**src/rtl/uart_tx_scheduler.sv**
```systemverilog
// uart_tx_scheduler
//
// Queues bytes that the pipeline stores to the UART address. It then feeds
// them to a UART transmitter that has no busy flag. Because the transmitter
// cannot report when it is done, a fixed frame time is counted between write
// strobes. Bytes leave in the order they arrived.
//
// Ports:
//   clk        system clock, rising edge
//   rstd       synchronous active-low reset
//   wr_valid   pipeline store to the UART address this cycle
//   wr_data    byte to transmit
//   full       FIFO holds DEPTH bytes; the pipeline must stall UART stores
//   count      bytes currently queued, 0..DEPTH
//   overflow   sticky until reset: a store arrived while the FIFO was full
//   idle       FIFO empty and no frame in flight
//   uart_we    one-cycle write strobe to the transmitter
//   uart_data  byte presented to the transmitter, held between pops
//
// States:
//   ST_IDLE | no frame on the wire; pop as soon as a byte is queued
//   ST_WAIT | frame in flight; frame counter runs down to zero before next pop

module uart_tx_scheduler #(
  parameter int DEPTH        = 16,
  parameter int FRAME_CYCLES = 8680
) (
  input  logic                   clk,
  input  logic                   rstd,
  input  logic                   wr_valid,
  input  logic [7:0]             wr_data,
  output logic                   full,
  output logic [$clog2(DEPTH):0] count,
  output logic                   overflow,
  output logic                   idle,
  output logic                   uart_we,
  output logic [7:0]             uart_data
);

  localparam int AW = $clog2(DEPTH);
  localparam int PW = AW + 1;
  localparam int CW = $clog2(FRAME_CYCLES);

  localparam logic [0:0] ST_IDLE = 1'b0;
  localparam logic [0:0] ST_WAIT = 1'b1;

  localparam logic [CW-1:0] FRAME_RELOAD = CW'(FRAME_CYCLES - 1);
  localparam logic [PW-1:0] DEPTH_CNT    = PW'(DEPTH);

  logic [7:0]    mem_q [DEPTH];
  logic [PW-1:0] wr_ptr_q, wr_ptr_d;
  logic [PW-1:0] rd_ptr_q, rd_ptr_d;
  logic [PW-1:0] count_q, count_d;
  logic          full_q, full_d;
  logic          idle_q, idle_d;
  logic          overflow_q, overflow_d;
  logic          uart_we_q, uart_we_d;
  logic [7:0]    uart_data_q, uart_data_d;
  logic [CW-1:0] frame_cnt_q, frame_cnt_d;
  logic [0:0]    state_q, state_d;

  logic empty;
  logic push;
  logic pop;
  logic frame_done;

  assign empty      = (count_q == '0);
  assign push       = wr_valid && !full_q;
  assign frame_done = (frame_cnt_q == '0);
  // The counter only runs in WAIT and always reaches zero before leaving
  // it, so in IDLE frame_done is true and any queued byte pops immediately.
  assign pop        = !empty && ((state_q == ST_IDLE) || frame_done);

  always_comb begin
    wr_ptr_d    = wr_ptr_q;
    rd_ptr_d    = rd_ptr_q;
    state_d     = state_q;
    frame_cnt_d = frame_cnt_q;
    uart_data_d = uart_data_q;
    uart_we_d   = 1'b0;

    if (push) begin
      wr_ptr_d = wr_ptr_q + PW'(1);
    end

    if (pop) begin
      rd_ptr_d    = rd_ptr_q + PW'(1);
      uart_we_d   = 1'b1;
      uart_data_d = mem_q[rd_ptr_q[AW-1:0]];
      frame_cnt_d = FRAME_RELOAD;
      state_d     = ST_WAIT;
    end else if (!frame_done) begin
      frame_cnt_d = frame_cnt_q - CW'(1);
    end else if (state_q == ST_WAIT) begin
      state_d = ST_IDLE;
    end

    // Pointers carry one extra wrap bit, so their difference is the fill
    // level over the full 0..DEPTH range.
    count_d    = wr_ptr_d - rd_ptr_d;
    full_d     = (count_d == DEPTH_CNT);
    idle_d     = (count_d == '0) && (state_d == ST_IDLE);
    overflow_d = overflow_q || (wr_valid && full_q);
  end

  always_ff @(posedge clk) begin
    if (!rstd) begin
      wr_ptr_q    <= '0;
      rd_ptr_q    <= '0;
      count_q     <= '0;
      full_q      <= 1'b0;
      idle_q      <= 1'b1;
      overflow_q  <= 1'b0;
      uart_we_q   <= 1'b0;
      uart_data_q <= 8'h00;
      frame_cnt_q <= '0;
      state_q     <= ST_IDLE;
    end else begin
      wr_ptr_q    <= wr_ptr_d;
      rd_ptr_q    <= rd_ptr_d;
      count_q     <= count_d;
      full_q      <= full_d;
      idle_q      <= idle_d;
      overflow_q  <= overflow_d;
      uart_we_q   <= uart_we_d;
      uart_data_q <= uart_data_d;
      frame_cnt_q <= frame_cnt_d;
      state_q     <= state_d;
    end
  end

  // Storage needs no reset; the pointers define what is valid.
  always_ff @(posedge clk) begin
    if (rstd && push) begin
      mem_q[wr_ptr_q[AW-1:0]] <= wr_data;
    end
  end

  assign full      = full_q;
  assign count     = count_q;
  assign overflow  = overflow_q;
  assign idle      = idle_q;
  assign uart_we   = uart_we_q;
  assign uart_data = uart_data_q;

endmodule
```
**config.mk**
```make
export PLATFORM = sky130hd
export DESIGN_NAME = uart_tx_scheduler
export DESIGN_NICKNAME = d
export VERILOG_FILES = /design/src/rtl/uart_tx_scheduler.sv
export SDC_FILE = /design/constraint.sdc
export NUM_CORES = 1
export LEC_CHECK = 0
export ABC_AREA = 1
export BUFFER_PORTS_ARGS = -buffer_cell sky130_fd_sc_hd__buf_2
export CAP_MARGIN = 20
export CORE_MARGIN = 1
export CORE_UTILIZATION = 60
export CTS_CLUSTER_DIAMETER = 120
export CTS_CLUSTER_SIZE = 16
export DETAILED_ROUTE_END_ITERATION = 6
export PLACE_DENSITY = 0.84
export RECOVER_POWER = 25
export SYNTH_ARGS = -nofsm -noshare
export SYNTH_HDL_FRONTEND = slang
export SYNTH_SLANG_ARGS = --single-unit
```
**constraint.sdc**
```tcl
create_clock -name clk -period 3.65 [get_ports clk]
set_input_delay 0.365 -clock clk [delete_from_list [all_inputs] [get_ports clk]]
set_output_delay 0.365 -clock clk [all_outputs]
set_load 0.01 [all_outputs]
```
==> results.md <==
* Status: complete, but fails checks
* Failing checks: design-rule violations
* Top area cells in the synthesized netlist: edfxtp_1 (54%), dfxtp_1 (12%), nor2_1 (6.4%)
* TritonCTS clock tree: yes
* Core Footprint at 11,500 sq um
* Reg2reg end: full
* Worst r2r path cells at 19
* Synth Flop Type: edfxtp_1
* Hold Path Sink: overflow
* Fmax at 311 MHz
* FILL cells at 783
* Ports at 28
* Max_slew headroom at 0.316
* Die width at 111 microns
* Synth area leader: edfxtp_1
* Routed vias/inst at 6.11
* Worst min path class: in -> reg
* Worst EP arrival at 3.54 ns
* Violation count after the first detailed-route iteration at 666
* Tmin final at 3.21 ns
* Post-Syn Area per Cell at 10.6 sq um
* WL per Instance at 18.7 microns
* Worst Max-Slew Pin Slew at 1.02 ns
* Element type at the critical path start: flop
* Buffers added on ports at 27
* Power Total at 6.13 mW
* Via count at 5,245
* Pwr dens at 771 nW/um^2
* Worst r2r src: frame_cnt_q[0]
* Post-Route Setup TNS at 0 ns
* YS warnings at 0
* Hold Crit Start: wr_valid
* Post-CTS Setup Bufs at 0
* DRT Pass-1 Iters at 7
* DR DRC count at 6
* Clk pin slew, worst setup/hold paths at 0.06 ns
* Synthesized flop and latch total at 170
* Placed wire-length estimate at 9.66 mm
* GRT overflow at 0
* Clock root buffer: clkbuf_16
* Register area share after synthesis at 0.656
* Synth cell types at 35
* Synth Instances at 677
* Mapped Nets at 700
* Worst Hold Depth at 3
* Endpoints failing hold at 0
* Final setup vio count at 0
* Area Overhead vs Synth at 11.4%
* CP endpoint kind: flop
* R2r setup slk at 0.44 ns
* Die height at 111 microns
* CTS Hold Bufs at 0
* Starting Density at 0.620
* Nets at 725
* Worst-path fanout max at 24
* Dpl cells at 826
* Std-Cell Rows at 39
* Place WS at 0.521 ns
* Slew Limit Fails at 0
* Period utilisation layout at 0.881
* CTS H-tree depth at 4
* EDFF count, synth at 128
* Setup CP Type: reg -> reg
* Pin count of the biggest net entering global routing at 65
* Lkg Pwr at 3.02 nW
* Commonest non-fill, non-tap cell in the layout: edfxtp_1
* Skew-Pair Late Insertion Delay at 0.44 ns
* Peak supply drop at 0.498 mV
* # resized after CTS at 0
* Clk sinks at 170
* Placer Congestion at 0.935
* Diode count at 0
* Worst-case clock buffer depth at 2
* First-pass GRT wire length at 25.3 mm
* Most frequent cells in the layout: edfxtp_1 (128), nor2_1 (121), nand2_1 (100)
* Routed WL at 16.1 mm
* Worst Skew at 0.0109 ns
* Max_cap viols at 0
* ANT nets after route at 0
* Synthesized area at 7150 sq um
* Worst path required time at 3.98 ns
* Initial antenna violation count at 0
* CTS buffer count at 17
* RSZ-0062 raised after global routing: false
* Vias in the first global route at 5,132
* Tot GR Track Use at 0.276
* Ys async rst share at 0
* Layout cells sized above 1 at 0.109
* Post-route worst setup slack at 0.435 ns
* Top-area cell type share of the netlist area at 0.538
* Post-Layout Cell Count at 858
* Hold Worst Slack at 0.198 ns
* Full die area at 12,300 sq um
==> power breakdown <==
part	leakage [nW]	switching, mW	internal, mW
clock	0.290	0.808	0.966
sequential	1.50	0.117	2.24
combinational	1.23	1.37	0.639
==> per-layer routing <==
layer	wire length, microns	up-vias	share of wire	GRT usage
li1	-	2403	-	-
met1	6170	2514	0.38	0.332
met2	8290	300	0.52	0.464
met3	1330	28	0.083	0.0755
met4	282	0	0.018	0.131
met5	0	-	0	0
==> synthesized netlist by cell type, types with 3 or more instances <==
cell      number
a21oi_1       20
buf_2          5
clkbuf_1      18
dfxtp_1       42
edfxtp_1     128
ha_1          11
inv_1         39
inv_2          4
nand2_1      100
nand3_1       40
nand3b_1       3
nand4_1        6
nor2_1       121
nor2_2         4
nor3_1         7
o211ai_1       9
o21ai_0       59
o21ai_1        7
o21bai_1       3
o221ai_1       7
o22ai_1       16
xor2_1         9
==> critical path, stage by stage, from the launching register on <==
cell and delay [ns]:
dfxtp_1 0.38, inv_1 0.11, ha_1 0.23, nand2_1 0.09, nor2_2 0.05, nand2_2 0.21, nand2_4 0.13, nand2_4 0.25
xor2_1 0.24, inv_1 0.07, ha_1 0.23, fa_1 0.42, inv_1 0.10, nand2_1 0.06, nand3_1 0.06, nand3_1 0.07
nand2_1 0.10, nand3_1 0.12, nand3_1 0.14, nor2_1 0.05
==> state kept, by name (all words and copies together), names as in the netlist <==
| name | count |
|---|---|
| mem_q | 128 |
| frame_cnt_q | 14 |
| uart_data | 8 |
| count | 5 |
| rd_ptr_q | 5 |
| wr_ptr_q | 5 |
| full | 1 |
| idle | 1 |
| overflow | 1 |
| state_q | 1 |
| uart_we | 1 |
==> worst max-delay path by stage <==
stage          slack, ns  cells after the start      startpoint   end
3_5_place_dp        0.52                     21  frame_cnt_q[0]  idle
4_1_cts             0.49                     21  frame_cnt_q[0]  idle
3_3_place_gp        0.73                     21  frame_cnt_q[0]  idle
2_1_floorplan       1.03                     22  frame_cnt_q[0]  idle
6_report            0.44                     19  frame_cnt_q[0]  full
5_1_grt             0.18                     21  frame_cnt_q[0]  idle
==> stage by stage <==
| step | instance area [sq um] | util |
|---|---|---|
| finish | 7960 | 0.691 |
| global placement | 7390 | 0.641 |
| CTS | 7970 | 0.692 |
| global route | 7960 | 0.691 |
| detailed placement | 7390 | 0.641 |
| floorplan | 7150 | - |
==> layout make-up <==
class	instances	area, sq um	share of cell area
flip-flops and latches	170	4690	0.589
multi-input cells	436	2180	0.273
clock buffers	17	425	0.0534
well taps	143	179	0.0225
repair buffers	33	174	0.0218
inverters	44	165	0.0207
clock inverters	15	154	0.0193
==> logic make-up (layout without fill, tap and decap cells) <==
family,count (synthesis),in the layout,synth area share
simple gates,290,290,0.172
xor+xnor,11,11,0.0135
fa+ha+maj,12,12,0.0221
flops,170,170,0.656
buf+inv,71,109,0.0397
compound gates,123,123,0.0975
No activity file was read; power rests on OpenSTA's default activity.
